### config.mk
export PLATFORM = sky130hd
export DESIGN_NAME = spi_slave_if_flat
export DESIGN_NICKNAME = d
export VERILOG_FILES = /design/src/rtl/spi_pkg.sv /design/src/rtl/spi_slave_if_if.sv /design/src/rtl/spi_tx_serializer.sv /design/src/rtl/spi_slave_if.sv /design/src/flat_wrapper.sv
export SDC_FILE = /design/constraint.sdc
export NUM_CORES = 1
export LEC_CHECK = 0
export ABC_AREA = 0
export BUFFER_PORTS_ARGS = -buffer_cell sky130_fd_sc_hd__buf_4
export CORE_ASPECT_RATIO = 1.25
export CORE_UTILIZATION = 55
export DETAILED_ROUTE_END_ITERATION = 16
export MAX_ROUTING_LAYER = met4
export PLACE_DENSITY = 0.77
export SETUP_SLACK_MARGIN = 0.05
export SLEW_MARGIN = 5
export SYNTH_ARGS = -nofsm -noshare
export SYNTH_HDL_FRONTEND = slang
export SYNTH_SLANG_ARGS = --single-unit
### constraint.sdc
create_clock -name clk -period 1.7 [get_ports clk]
set_input_delay 0.17 -clock clk [delete_from_list [all_inputs] [get_ports clk]]
set_output_delay 0.17 -clock clk [all_outputs]
set_load 0.05 [all_outputs]
### src/rtl/spi_pkg.sv
// Shared types and constants for the SPI slave front end.
package spi_pkg;

  localparam int unsigned DEF_ADDR_SIZE = 8;
  localparam int unsigned FRAME_W       = DEF_ADDR_SIZE + 2;

  localparam logic [1:0] CMD_WR_ADDR = 2'b00;
  localparam logic [1:0] CMD_WR_DATA = 2'b01;
  localparam logic [1:0] CMD_RD_ADDR = 2'b10;
  localparam logic [1:0] CMD_RD_DATA = 2'b11;

  typedef enum logic [2:0] {
    StIdle,
    StChkCmd,
    StWrite,
    StReadAdd,
    StReadData
  } spi_state_e;

endpackage

### src/rtl/spi_slave_if_if.sv
// SPI pins plus the RAM_SPI-facing word handshake of the SPI slave front end.
interface spi_slave_if_if #(
  parameter int unsigned ADDR_SIZE = 8
) ();

  logic                 ss_n;
  logic                 mosi;
  logic                 miso;
  logic [ADDR_SIZE+1:0] rx_data;
  logic                 rx_valid;
  logic [ADDR_SIZE-1:0] tx_data;
  logic                 tx_valid;

  modport slave (
    input  ss_n,
    input  mosi,
    output miso,
    output rx_data,
    output rx_valid,
    input  tx_data,
    input  tx_valid
  );

  modport master (
    output ss_n,
    output mosi,
    input  miso,
    input  rx_data,
    input  rx_valid,
    output tx_data,
    output tx_valid
  );

endinterface

### src/rtl/spi_tx_serializer.sv
// Load-on-valid parallel-to-serial shifter, MSB first, with a sticky done flag.
module spi_tx_serializer #(
  parameter int unsigned Width = 8
) (
  input  logic             clk_i,
  input  logic             rst_i,
  input  logic             clr_i,
  input  logic             load_i,
  input  logic [Width-1:0] data_i,
  output logic             serial_o,
  output logic             busy_o,
  output logic             done_o
);

  localparam int unsigned CntW = $clog2(Width + 1);

  logic [Width-1:0] sh_d, sh_q;
  logic [CntW-1:0]  cnt_d, cnt_q;
  logic             done_d, done_q;

  always_comb begin
    sh_d   = sh_q;
    cnt_d  = cnt_q;
    done_d = done_q;
    if (clr_i) begin
      sh_d   = '0;
      cnt_d  = '0;
      done_d = 1'b0;
    end else if (load_i) begin
      sh_d   = data_i;
      cnt_d  = CntW'(Width);
      done_d = 1'b0;
    end else if (cnt_q != '0) begin
      sh_d  = {sh_q[Width-2:0], 1'b0};
      cnt_d = cnt_q - CntW'(1);
      if (cnt_q == CntW'(1)) begin
        done_d = 1'b1;
      end
    end
  end

  always_ff @(posedge clk_i) begin
    if (rst_i) begin
      sh_q   <= '0;
      cnt_q  <= '0;
      done_q <= 1'b0;
    end else begin
      sh_q   <= sh_d;
      cnt_q  <= cnt_d;
      done_q <= done_d;
    end
  end

  // Line is held low whenever no bit is in flight.
  assign busy_o   = (cnt_q != '0);
  assign serial_o = busy_o & sh_q[Width-1];
  assign done_o   = done_q;

endmodule

### src/rtl/spi_slave_if.sv
// SPI slave front end: deserialises command frames for RAM_SPI and returns read bytes on MISO.
// Optional SPI_FRAME_ERR_EN adds a frame_err pulse on aborted frames or read returns.
module spi_slave_if
  import spi_pkg::*;
#(
  parameter int unsigned ADDR_SIZE = DEF_ADDR_SIZE
) (
  input  logic          clk,
  input  logic          rst,
  spi_slave_if_if.slave bus
`ifdef SPI_FRAME_ERR_EN
  ,
  output logic          frame_err
`endif
);

  localparam int unsigned FrameW = ADDR_SIZE + 2;
  localparam int unsigned CntW   = $clog2(FrameW + 1);

  spi_state_e        state_d, state_q;
  logic [CntW-1:0]   cnt_d, cnt_q;
  logic [FrameW-2:0] shift_d, shift_q;
  logic [FrameW-1:0] rx_data_d, rx_data_q;
  logic              rx_valid_d, rx_valid_q;
  logic              rd_seen_d, rd_seen_q;
  logic              frame_done;
  logic              ser_clr, ser_load, ser_busy, ser_done, ser_out;
`ifdef SPI_FRAME_ERR_EN
  logic              err_d, err_q;
`endif

  // Counter parks at FrameW once a frame is complete; extra bits are ignored.
  assign frame_done = (cnt_q == CntW'(FrameW));

  always_comb begin
    state_d    = state_q;
    cnt_d      = cnt_q;
    shift_d    = shift_q;
    rx_data_d  = rx_data_q;
    rx_valid_d = 1'b0;
    rd_seen_d  = rd_seen_q;
    ser_clr    = 1'b0;
    ser_load   = 1'b0;
`ifdef SPI_FRAME_ERR_EN
    err_d      = 1'b0;
`endif
    if (bus.ss_n) begin
      state_d = StIdle;
      cnt_d   = '0;
      shift_d = '0;
      ser_clr = 1'b1;
`ifdef SPI_FRAME_ERR_EN
      err_d   = ((state_q != StIdle) && !frame_done) || ser_busy;
`endif
    end else begin
      case (state_q)
        StIdle: state_d = StChkCmd;
        StChkCmd: begin
          shift_d = {{(FrameW-2){1'b0}}, bus.mosi};
          cnt_d   = CntW'(1);
          if (!bus.mosi) begin
            state_d = StWrite;
          end else if (rd_seen_q) begin
            state_d = StReadData;
          end else begin
            state_d = StReadAdd;
          end
        end
        StWrite, StReadAdd, StReadData: begin
          if (!frame_done) begin
            shift_d = {shift_q[FrameW-3:0], bus.mosi};
            cnt_d   = cnt_q + CntW'(1);
            if (cnt_q == CntW'(FrameW - 1)) begin
              rx_data_d  = {shift_q, bus.mosi};
              rx_valid_d = 1'b1;
              if (state_q == StReadAdd) begin
                rd_seen_d = 1'b1;
              end else if (state_q == StReadData) begin
                rd_seen_d = 1'b0;
              end
            end
          end else if (state_q == StReadData && bus.tx_valid && !ser_busy && !ser_done) begin
            // Only one byte is returned per read-data frame.
            ser_load = 1'b1;
          end
        end
        default: state_d = StIdle;
      endcase
    end
  end

  always_ff @(posedge clk) begin
    if (rst) begin
      state_q    <= StIdle;
      cnt_q      <= '0;
      shift_q    <= '0;
      rx_data_q  <= '0;
      rx_valid_q <= 1'b0;
      rd_seen_q  <= 1'b0;
    end else begin
      state_q    <= state_d;
      cnt_q      <= cnt_d;
      shift_q    <= shift_d;
      rx_data_q  <= rx_data_d;
      rx_valid_q <= rx_valid_d;
      rd_seen_q  <= rd_seen_d;
    end
  end

`ifdef SPI_FRAME_ERR_EN
  always_ff @(posedge clk) begin
    if (rst) begin
      err_q <= 1'b0;
    end else begin
      err_q <= err_d;
    end
  end

  assign frame_err = err_q;
`endif

  spi_tx_serializer #(
    .Width (ADDR_SIZE)
  ) u_tx_ser (
    .clk_i    (clk),
    .rst_i    (rst),
    .clr_i    (ser_clr),
    .load_i   (ser_load),
    .data_i   (bus.tx_data),
    .serial_o (ser_out),
    .busy_o   (ser_busy),
    .done_o   (ser_done)
  );

  assign bus.miso     = ser_out;
  assign bus.rx_data  = rx_data_q;
  assign bus.rx_valid = rx_valid_q;

endmodule
### src/flat_wrapper.sv
// flat-port wrapper written by rule: the top's interface ports become plain ports
module spi_slave_if_flat import spi_pkg::*;
#(
  parameter int unsigned ADDR_SIZE = DEF_ADDR_SIZE
)
  (clk, rst, bus_ss_n, bus_mosi, bus_miso, bus_rx_data, bus_rx_valid, bus_tx_data, bus_tx_valid);
  spi_slave_if_if #(.ADDR_SIZE(ADDR_SIZE)) bus_i ();
  input  logic clk;
  input  logic rst;
  input wire logic [$bits(bus_i.ss_n)-1:0] bus_ss_n;
  input wire logic [$bits(bus_i.mosi)-1:0] bus_mosi;
  output wire logic [$bits(bus_i.miso)-1:0] bus_miso;
  output wire logic [$bits(bus_i.rx_data)-1:0] bus_rx_data;
  output wire logic [$bits(bus_i.rx_valid)-1:0] bus_rx_valid;
  input wire logic [$bits(bus_i.tx_data)-1:0] bus_tx_data;
  input wire logic [$bits(bus_i.tx_valid)-1:0] bus_tx_valid;
  assign bus_i.ss_n = bus_ss_n;
  assign bus_i.mosi = bus_mosi;
  assign bus_miso = bus_i.miso;
  assign bus_rx_data = bus_i.rx_data;
  assign bus_rx_valid = bus_i.rx_valid;
  assign bus_i.tx_data = bus_tx_data;
  assign bus_i.tx_valid = bus_tx_valid;
  spi_slave_if #(.ADDR_SIZE(ADDR_SIZE)) u_core (.clk(clk), .rst(rst), .bus(bus_i));
endmodule
# ---- After elaboration in Yosys (flattened, before gate mapping)
# Index checks and enable logic that the tools add are counted.
dict set report classes {
  n_div 0
  addsub 2
  order_cmp 0
  eq_ne 8
  n_bitwise 4
  shifts 0
  n_reduce_logical 19
  n_mul 0
  n_mux 19
}
# operator n
set ops {}
lappend ops {{$pmux W9 S2} 1}
lappend ops {{$mux W8} 2}
lappend ops {{$mux W4} 3}
lappend ops {{$mux W9} 1}
lappend ops {{$pmux W3 S3} 1}
lappend ops {{$eq A4 B4 Y1 const B} 2}
lappend ops {{$mux W1} 8}
lappend ops {{$pmux W4 S2} 1}
lappend ops {{$eq A3 B2 Y1 const B} 2}
lappend ops {{$mux W3} 2}
lappend ops {{$reduce_bool A2 Y1} 3}
lappend ops {{$reduce_or A3 Y1} 2}
lappend ops {{$reduce_and A5 Y1} 1}
lappend ops {{$add A4 B1 Y4 const B} 1}
lappend ops {{$eq A4 B1 Y1 const B} 1}
lappend ops {{$reduce_and A2 Y1} 2}
lappend ops {{$reduce_and A4 Y1} 1}
lappend ops {{$reduce_bool A4 Y1} 1}
lappend ops {{$reduce_or A2 Y1} 2}
lappend ops {{$reduce_or A4 Y1} 1}
lappend ops {{$sub A4 B1 Y4 const B} 1}
lappend ops {{$eq A3 B1 Y1 const B} 1}
lappend ops {{$eq A3 B3 Y1 const B} 1}
lappend ops {{$logic_and A1 B1 Y1} 3}
lappend ops {{other kinds (5)} 8}
dict set report word_totals {
  memories 0
  wordCells 62
  romBits 0
  latchBits 0
  out_inout_bits 12
  regBits 41
  in_bits 13
  ram_bits 0
}

# ---- Longest topological paths before layout
dict set report logic_depth {
  word_depth 9
  depth_mapped 7
  ltp_nobuf 6
}

# ---- By module
# Synthesis repeated with hierarchy kept, for this count alone.
dict set report hier_totals {
  cells_unflattened 202
  area_unflattened_um2 1816.7
}
# module seq_area_each_um2 n_inst cells_each area_per_inst_um2
set by_module_without_submodules {}
lappend by_module_without_submodules {spi_slave_if 560.5 1 131 1221.2}
lappend by_module_without_submodules {spi_tx_serializer 260.2 1 71 595.6}

# ---- Worst setup path before layout
# Ideal clock, no wire load.
dict set report synth_timing {
  kind {register to output}
  from {reg u_core.u_tx_ser.cnt_q[0]}
  to {out bus_miso}
  n_path_buf 1
  setup_slack_ns 0.120
  stages_incl_launch_ff 6
  arrival_time_ns 1.410
  t_required_ns 1.530
  path_cell_list {dfxtp_1 > inv_1 > ha_1 > or3b_1 > buf_2 > and2_1}
}
dict set report synth_via {
  elab_chain_cells 2
}
# element line_no
set synth_rtl {}
lappend synth_rtl {{from (decl)} spi_tx_serializer.sv:18} ;# logic [CntW-1:0] cnt_d, cnt_q;
lappend synth_rtl {{from (signal assigned)} spi_tx_serializer.sv:49} ;# cnt_q <= cnt_d;
lappend synth_rtl {{$reduce_bool A4 Y1} spi_tx_serializer.sv:55} ;# assign busy_o = (cnt_q != '0);
lappend synth_rtl {{$and A1 B1 Y1} spi_tx_serializer.sv:56} ;# assign serial_o = busy_o & sh_q[Width-1];
lappend synth_rtl {{to (decl)} flat_wrapper.sv:12} ;# output wire logic [$bits(bus_i.miso)-1:0] bus_miso;
# Every way passes these cells.

# ---- Worst setup path in the final report
dict set report layout_timing {
  from {reg u_core.u_tx_ser.cnt_q[1]}
  to {out bus_miso}
}
# Same word-level chain as after synthesis.

==> flow_metrics.env <==
export IMPL_rsz0062_at_grt="true"
export IMPL_dieWidth_um=52.6
export IMPL_seq_power_share=0.437
export IMPL_antenna_cells=0
export IMPL_drive_above_1_share=0.294
export IMPL_avgSynthCellArea_um2=9.09
export IMPL_fin_util=0.726
export IMPL_crit_family="simple AND/OR/NAND/NOR gates"
export IMPL_detailedRoute_firstPassIterationCount=4
export IMPL_postRouteAntennaNets=0
export IMPL_fmax_ghz=0.569
export IMPL_vias=1525
export IMPL_start_util=0.588
export IMPL_hold_path_class="input port to register"
export IMPL_powerDensity_nw_per_um2=1080
export IMPL_totalWireLength_um=3900
export IMPL_clk_pin_slew_ns=0.11
export IMPL_postCtsHoldBufs=0
export IMPL_setup_viol=8
export IMPL_path_cells="inv_2 -> ha_4 -> or3b_4 -> and2_4 -> buf_8"
export IMPL_top_level_ports=25
export IMPL_swShare=0.308
export IMPL_crit_type="register to output port"
export IMPL_place_congestion=0.803
export IMPL_core_um2=3000
export IMPL_overflow=0
export IMPL_max_slew_worst_pin_slew_ns=0.567
export IMPL_setup_worst_path_start="u_core.u_tx_ser.cnt_q[1]"
export IMPL_cts_sinks=41
export IMPL_power_switching_uw=726
export IMPL_final_setup_skew_ns=0.00760
export IMPL_leakagePower_nw=0.877
export IMPL_crit_cells=5
export IMPL_finalCritPeriodShare=1.03
export IMPL_hold_path_startpoint="bus_tx_data[0]"
export IMPL_syn_nets=213
export IMPL_grt_pass1_vias=1431
export IMPL_peakVddDrop_uv=991
export IMPL_multi_input_comb_area_um2=917
export IMPL_track_usage=0.253
export IMPL_critPathBufInv=2
export IMPL_crit_required_ns=1.53
export IMPL_root_buffer="clkbuf_4"
export IMPL_yosys_area_top_type="dfxtp_1"
export IMPL_ys_seq_area_frac=0.466
export IMPL_fp_dieH_um=65.3
export IMPL_hold_slack_ns=0.0927
export IMPL_postSynth_asyncResetShare=0
export IMPL_drv_slew=0
export IMPL_crit_path_top_delay_cell="or3b_4"
export IMPL_whs_path_depth=3
export IMPL_synth_area_leaders="dfxtp_1 47%, a21oi_1 5.7%, mux2i_1 5.7%"
export IMPL_cap_viol_max_count=0
export IMPL_clk_latency_ns=0.33
export IMPL_outcome="complete, but fails checks"
export IMPL_area_delta_synth_final_pct=23.6
export IMPL_io_buffers=24
export IMPL_post_place_ws_ns=-0.0576
export IMPL_maxSlewHeadroom=0.621
export IMPL_h_tree_depth=2
export IMPL_n_fill_cell=225
export IMPL_cp_start_kind="register"
export IMPL_p_int_mw=1.63
export IMPL_drt_iter0_markers=61
export IMPL_dp_final_hpwl_um=2680
export IMPL_fin_crit_ns=1.76
export IMPL_p_comb_frac=0.337
export IMPL_antenna_found_initial=0
export IMPL_die_area_um2=3440
export IMPL_grt_max_degree=17
export IMPL_cpPeakStageDelay_ns=0.40
export IMPL_arrival_ns=1.59
export IMPL_cts_buffer_depth=2
export IMPL_setup_slack_ns=-0.0569
export IMPL_endpoint_kind="output port"
export IMPL_finalHoldViolCount=0
export IMPL_netlist_area_um2=1760
export IMPL_via_per_inst=5.71
export IMPL_ys_warn_count=0
export IMPL_r2r_cells=8
export IMPL_synth_seq_cells=41
export IMPL_numCtsBuffers=5
export IMPL_synth_edf_count=0
export IMPL_std_cell_rows=22
export IMPL_violations="negative setup slack"
export IMPL_r2r_start="u_core.u_tx_ser.cnt_q[1]"
export IMPL_dp_cells=253
export IMPL_synth_cells=194
export IMPL_crit_fanout=4
export IMPL_synth_top_area_frac=0.466
export IMPL_drt_wirelength_per_cell_um=14.6
export IMPL_nets=249
export IMPL_drc=0
export IMPL_instances_no_fill=267
export IMPL_synthDistinctLibCells=40
export IMPL_clockPowerShare=0.226
export IMPL_grt_pass1_wl_um=6300
export IMPL_ys_flop_type="dfxtp_1"
export IMPL_seqCellArea_um2=825
export IMPL_cts_tree="done"
-- power by group through the flow --
stage                     Combinational, mW  Clock [mW]  Sequential [mW]
after global placement                0.520           0             1.04
after global routing                  0.845       0.594             1.03
after CTS                             0.718       0.547             1.03
final                                 0.795       0.533             1.03
after floorplan                       0.363           0             1.04
after detailed placement              0.547           0             1.05
-- per-stage QoR --
step / total power, mW / instance area (um^2) / TNS (ns)
3_3_place_gp: 1.56 / 2010 / 0
2_1_floorplan: 1.40 / 1760 / 0
5_1_grt: 2.47 / 2180 / -0.794
4_1_cts: 2.29 / 2150 / -0.0513
6_report: 2.36 / 2180 / -0.300
3_5_place_dp: 1.60 / 2010 / -0.322
-- cells in the final DEF (no fill, tap or decap), types with 2 or more instances in the layout --
cell / n
buf_4: 38
dfxtp_2: 3
nor3b_1: 2
xnor2_1: 2
inv_2: 2
clkbuf_8: 2
nand3_1: 10
nand2_1: 19
nor2b_1: 2
clkbuf_4: 5
nand3b_1: 3
dfxtp_1: 38
nor2_1: 20
o21a_1: 2
ha_1: 5
mux2i_1: 10
o2111ai_1: 2
a22oi_1: 7
nor3_1: 7
a21oi_2: 3
a21oi_1: 17
a211oi_1: 2
a2111oi_0: 2
inv_1: 4
-- worst reg2reg max path: cells and delay by family, from the launching register on --
kind            cells  cell delay, ns
fa+ha+maj           1            0.14
simple gates        2            0.47
buf+inv             3            0.43
compound gates      2            0.31
flops               1            0.34
-- final timing paths --
| check | endpoint | slack (ns) |
|---|---|---|
| setup / recovery | bus_miso | -0.06 |
| hold / removal | u_core.u_tx_ser.sh_q[0] | 0.09 |
| setup reg to reg | u_core.u_tx_ser.sh_q[2] | -0.05 |
| hold reg to reg | u_core.u_tx_ser.sh_q[5] | 0.47 |
-- cells by family (layout without fill, tap and decap cells) --
| group | after synthesis | count (layout) | synth area share |
|---|---|---|---|
| compound gates | 41 | 41 | 0.148 |
| simple gates | 76 | 76 | 0.224 |
| flops | 41 | 41 | 0.466 |
| fa+ha+maj | 6 | 6 | 0.0426 |
| buf+inv | 16 | 53 | 0.0412 |
| mux | 11 | 11 | 0.0632 |
| xor+xnor | 3 | 3 | 0.0149 |
-- area by class of cell --
class,instances,area share
Timing Repair Buffer,39,0.138
Inverter,6,0.0103
Clock buffer,7,0.0299
Sequential cell,41,0.378
Tap cell,36,0.0207
Multi-Input combinational cell,137,0.421
Clock inverter,1,0.00230
-- sequential cells by signal, indices dropped and copies added, names as in the netlist --
signal	flops
u_core.state_q	3
u_core.bus.rx_data	10
u_core.shift_q	9
u_core.cnt_q	4
u_core.rd_seen_q	1
u_core.u_tx_ser.done_o	1
u_core.u_tx_ser.sh_q	8
u_core.bus.rx_valid	1
u_core.u_tx_ser.cnt_q	4
-- synthesized netlist by cell type (all sizes together) (2+ instances only) --
master,n
nand3b,3
nand2,19
inv,6
xnor2,2
o2111ai,2
nor3,8
a21oi,20
or3b,2
nor3b,4
a22oi,7
buf,6
o21ai,2
nand3,10
nor2b,2
a2111oi,3
a211oi,2
mux2i,10
clkbuf,4
o21a,2
dfxtp,41
a31oi,2
nor2,20
ha,6
-- layer usage --
metal | up-vias | track usage | share of wire
li1 | 755 | - | -
met1 | 729 | 0.263 | 0.40
met2 | 39 | 0.456 | 0.56
met3 | 2 | 0.0648 | 0.034
met4 | 0 | 0.0789 | 0.0046
met5 | - | - | 0
-- timing repair --
action                                  4_1_cts  5_1_grt
buffers inserted                              5        1
cloned                                        0        0
pin swaps                                     2        0
endpoints found under the setup margin       10       11
resized for setup                            12        7
Note: power is estimated with default switching activity, not from simulation.
